### config.mk
export PLATFORM = sky130hd
export DESIGN_NAME = usb_xfer_sched
export DESIGN_NICKNAME = d
export VERILOG_FILES = /design/src/rtl/usb_xfer_sched.sv
export SDC_FILE = /design/constraint.sdc
export NUM_CORES = 1
export LEC_CHECK = 0
export CAP_MARGIN = 10
export CORE_UTILIZATION = 54
export CTS_CLUSTER_SIZE = 30
export DETAILED_ROUTE_END_ITERATION = 6
export PLACE_DENSITY = 0.91
export SLEW_MARGIN = 0
export SYNTH_ARGS = -nofsm -noshare
export SYNTH_HDL_FRONTEND = slang
export SYNTH_SLANG_ARGS = --single-unit
### constraint.sdc
create_clock -name clk -period 4.6 [get_ports clk]
set_input_delay 0.46 -clock clk [delete_from_list [all_inputs] [get_ports clk]]
set_output_delay 0.46 -clock clk [all_outputs]
set_load 0.01 [all_outputs]
### src/rtl/usb_xfer_sched.sv
// usb_xfer_sched: 1 ms frame timebase with SOF requests, round-robin grant of two
// transfer requesters, single-transaction launch with bounded retry and EOF guard.
module usb_xfer_sched #(
  parameter int FRAME_CYCLES = 12000,
  parameter int GUARD_CYCLES = 600,
  parameter int MAX_RETRY = 3
) (
  input  logic        clk,
  input  logic        rst_n,
  input  logic        sof_enable,
  input  logic [1:0]  req_valid,
  input  logic [3:0]  req0_endpoint,
  input  logic [3:0]  req1_endpoint,
  input  logic [1:0]  req0_type,
  input  logic [1:0]  req1_type,
  output logic [1:0]  req_ack,
  output logic        xfer_start,
  output logic        xfer_port,
  output logic [3:0]  xfer_endpoint,
  output logic [1:0]  xfer_type,
  output logic        sof_start,
  input  logic        xfer_done_pulse,
  input  logic        timeout,
  input  logic        crc16_valid,
  output logic [1:0]  resp_done,
  output logic        resp_error,
  output logic [10:0] frame_number,
  output logic        busy
);
  localparam int CW = $clog2(FRAME_CYCLES + 1);
  localparam int RW = $clog2(MAX_RETRY + 2);
  localparam logic [1:0] IDLE = 2'd0, START = 2'd1, WAIT_DONE = 2'd2, SOF_WAIT = 2'd3;
  logic [1:0] state;
  logic [CW-1:0] frame_cnt;
  logic [RW-1:0] retries;
  logic sof_pending, last_grant;
  logic wrap, guard, grant, ok, sof_go;
  assign wrap = sof_enable && frame_cnt == CW'(FRAME_CYCLES - 1);
  assign guard = frame_cnt >= CW'(FRAME_CYCLES - GUARD_CYCLES);
  assign grant = req_valid == 2'b11 ? ~last_grant : req_valid[1];
  assign ok = !timeout && crc16_valid;
  assign sof_go = state == IDLE && sof_pending;
  assign busy = state != IDLE;
  always_ff @(posedge clk) begin
    if (!rst_n) begin
      state <= IDLE;
      frame_cnt <= '0;
      frame_number <= '0;
      sof_pending <= 1'b0;
      last_grant <= 1'b1;
      retries <= '0;
      req_ack <= '0;
      xfer_start <= 1'b0;
      sof_start <= 1'b0;
      resp_done <= '0;
      resp_error <= 1'b0;
      xfer_port <= 1'b0;
      xfer_endpoint <= '0;
      xfer_type <= '0;
    end else begin
      req_ack <= '0;
      xfer_start <= 1'b0;
      sof_start <= 1'b0;
      resp_done <= '0;
      resp_error <= 1'b0;
      frame_cnt <= (!sof_enable || wrap) ? '0 : frame_cnt + 1'b1;
      // a wrap while a SOF is already pending is dropped
      sof_pending <= sof_enable && !sof_go && (sof_pending || wrap);
      case (state)
        IDLE:
          if (sof_pending) begin
            sof_start <= 1'b1;
            frame_number <= frame_number + 11'd1;
            state <= SOF_WAIT;
          end else if (|req_valid && !guard) begin
            req_ack <= grant ? 2'b10 : 2'b01;
            xfer_port <= grant;
            xfer_endpoint <= grant ? req1_endpoint : req0_endpoint;
            xfer_type <= grant ? req1_type : req0_type;
            retries <= '0;
            state <= START;
          end
        START: begin
          xfer_start <= 1'b1;
          state <= WAIT_DONE;
        end
        WAIT_DONE:
          if (xfer_done_pulse) begin
            if (!ok && retries != RW'(MAX_RETRY)) begin
              retries <= retries + 1'b1;
              state <= START;
            end else begin
              resp_done <= xfer_port ? 2'b10 : 2'b01;
              resp_error <= !ok;
              last_grant <= xfer_port;
              state <= IDLE;
            end
          end
        default: if (xfer_done_pulse) state <= IDLE;
      endcase
    end
  end
endmodule

==> results_dict.tcl <==
set metrics [dict create \
    outcome "completed" \
    core-area_sq_um 3690 \
    drt_pass1_iterations 4 \
    dieArea_sq_um 4150 \
    worstHoldStart "xfer_endpoint[3]" \
    grt_pass1_wl_um 7180 \
    critPathKind "in2reg" \
    fin_crit_ps 2360 \
    wl_um 4260 \
    layout_commonest_cell "dfxtp_1" \
    initial_utilization 0.570 \
    insertedDiodeCount 0 \
    antenna_found_initial 0 \
    cts_max_level 2 \
    vias_per_cell 5.45 \
    cts_resized 0 \
    power_density_nw_per_um2 284 \
    startpoint "rst_n" \
    ff2ff_setup_slack_ps 2770 \
    die_x_um 64.4 \
    synth_edf_count 0 \
    synth_seq_cells 46 \
    finalHoldViolations 0 \
    finalCritPeriodShare 0.514 \
    cap_violations 0 \
    grt_max_degree 40 \
    synth_compound_area_frac 0.0726 \
    final_cell_mix "46 x dfxtp_1, 45 x clkdlybuf4s50_1, 24 x nand2_1" \
    die_h_um 64.4 \
    synth.area.mux_share 0.0654 \
    synth_top_area_share 0.438 \
    ant_nets 0 \
    route.detailed.drc 0 \
    peakVddDrop_mv 0.213 \
    hp-class "reg2reg" \
    clock-sinks 46 \
    rows 22 \
    synth_area_per_cell_sq_um 9.27 \
    startpoint_type "input port" \
    rsz0062_at_grt "false" \
    pin_count 46 \
    slew-limit-headroom 0.243 \
    post_cts.repair.setup_buffers 0 \
    setup_tns_ps 0 \
    drt-initial-drc-count 128 \
    stdcell_count 320 \
    synth_top_family_by_area "simple AND/OR/NAND/NOR gates" \
    syn-num-nets 252 \
    fin_ws_ps 2240 \
    grt_pass1_vias 1651 \
    synth_cell_type_count 40 \
    place_ws_ps 1910 \
    numCtsBuffers 5 \
    synthSimpleGateAreaFrac 0.271 \
    fin_skew_ps 6.19 \
    final_nets 297 \
    synthesis.area_sq_um 2100 \
    yosys_warnings 0 \
    yosys-top-cells-area "dfxtp_1 44%, xnor2_1 5.8%, nand2_1 4.3%" \
    total_power_w 0.000753 \
    finalWeightedCongestion 0.845 \
    yosysTopAreaCell "dfxtp_1" \
    worstPathRequired_ps 4830 \
    synth-xor-area-share 0.0833 \
    synth_cells 227 \
    end_kind "flop" \
    final_cell_area_sq_um 2650 \
    drive_gt1_frac 0.0662 \
    ys_seq_area_frac 0.438 \
    synth_fa_ha_area_frac 0.0297 \
    routedWlPerCell_um 13.3 \
    gr-total-overflow 0 \
    vias 1744 \
    area_growth_pct 26.0 \
    dp_cells 313 \
    path_max_fanout 39 \
    r2r-start "retries[0]" \
    cts_tree "done" \
    root_buffer "clkbuf_8" \
    fillers 275 \
    dp_hpwl_um 3100 \
    power.leakage_nw 1.00 \
    grt_use_total 0.222 \
    finalMaxSlewViolations 0 \
    setup_violations 0 \
    placed_area_sq_um 2570 \
    async_reset_ff_frac 0 \
    yosys_most_used_dff "dfxtp_1" \
    crit_arrival_ps 2590 \
    path_clk_slew_ps 80 \
    clk_latency_ps 300 \
    cts_hold_buffers 0 \
    tightest_slew_ps 1130 \
    timing.fmax_ghz 0.423 \
    portBuffers 45 \
    cts_buffer_depth 2 \
]
[cells by family after synthesis]
| family | Yosys count |
|---|---|
| AND/OR/NAND/NOR | 103 |
| flip-flops | 46 |
| AO/OA/AOI/OAI | 22 |
| XOR/XNOR | 20 |
| buffers and inverters | 18 |
| multiplexers | 13 |
| adder cells (fa/ha/maj) | 5 |
[flip-flops by register name, indices dropped and copies added, names as in the netlist]
name	count
frame_cnt	14
frame_number	11
xfer_endpoint	4
retries	3
req_ack	2
resp_done	2
state	2
xfer_type	2
last_grant	1
resp_error	1
sof_pending	1
sof_start	1
xfer_port	1
xfer_start	1
[cell usage after synthesis (2+ instances only)]
cell type / count
nand3_1: 13
mux2_2: 6
o22ai_1: 2
nand4_1: 8
a21boi_0: 3
inv_1: 11
and2_1: 11
o21ai_0: 6
nor2_1: 20
ha_1: 5
and4_1: 2
clkbuf_1: 4
nor3_1: 2
and3_1: 5
and3b_1: 2
nor3b_2: 2
o211ai_1: 4
a21oi_1: 2
nand2_1: 24
xnor2_1: 14
nor2b_1: 2
buf_6: 2
and4b_1: 2
dfxtp_1: 46
or3_1: 3
mux2i_1: 7
xor2_1: 6
[power breakdown]
| part | leakage, nW | switching [W] | internal, W |
|---|---|---|---|
| combinational | 0.588 | 0.0000425 | 0.0000558 |
| clock | 0.0438 | 0.000130 | 0.000102 |
| sequential | 0.373 | 0.0000118 | 0.000411 |
| total | 1.00 | 0.000184 | 0.000569 |
[per-layer routing]
layer  vias up  track usage  wire length (um)
li1        871            -                 -
met1       823        0.253              1840
met2        41        0.389              2200
met3         9       0.0440               137
met4         0        0.119                87
met5         -            0                 0
[path summary, 6_finish.rpt]
kind,cells after the start,endpoint
worst min register to register,2,xfer_endpoint[3]
worst min-delay path,2,xfer_endpoint[3]
worst max register to register,5,retries[2]
worst max-delay path,3,frame_cnt[4]
[layout make-up]
type                            count  area (sq um)  share of cell area
Clock buffer                        5          68.8              0.0260
Clock inverter                      2          10.0             0.00378
Inverter                           11          41.3              0.0156
Multi-Input combinational cell    163          1100               0.415
Sequential cell                    46           921               0.347
Tap cell                           48          60.1              0.0227
Timing Repair Buffer               45           450               0.170
[per-stage QoR]
| step | util | hold WS (ps) |
|---|---|---|
| 2_1_floorplan | - | 429 |
| 3_3_place_gp | 0.697 | 444 |
| 3_5_place_dp | 0.697 | 441 |
| 4_1_cts | 0.718 | 473 |
| 5_1_grt | 0.718 | 495 |
| 6_report | 0.718 | 468 |
[worst max-delay path, cell delays in order]
cell             delay, ps
clkdlybuf4s50_1       1220
nand3_1                660
nor2_1                 240
Power figures use the tool's default switching activity.
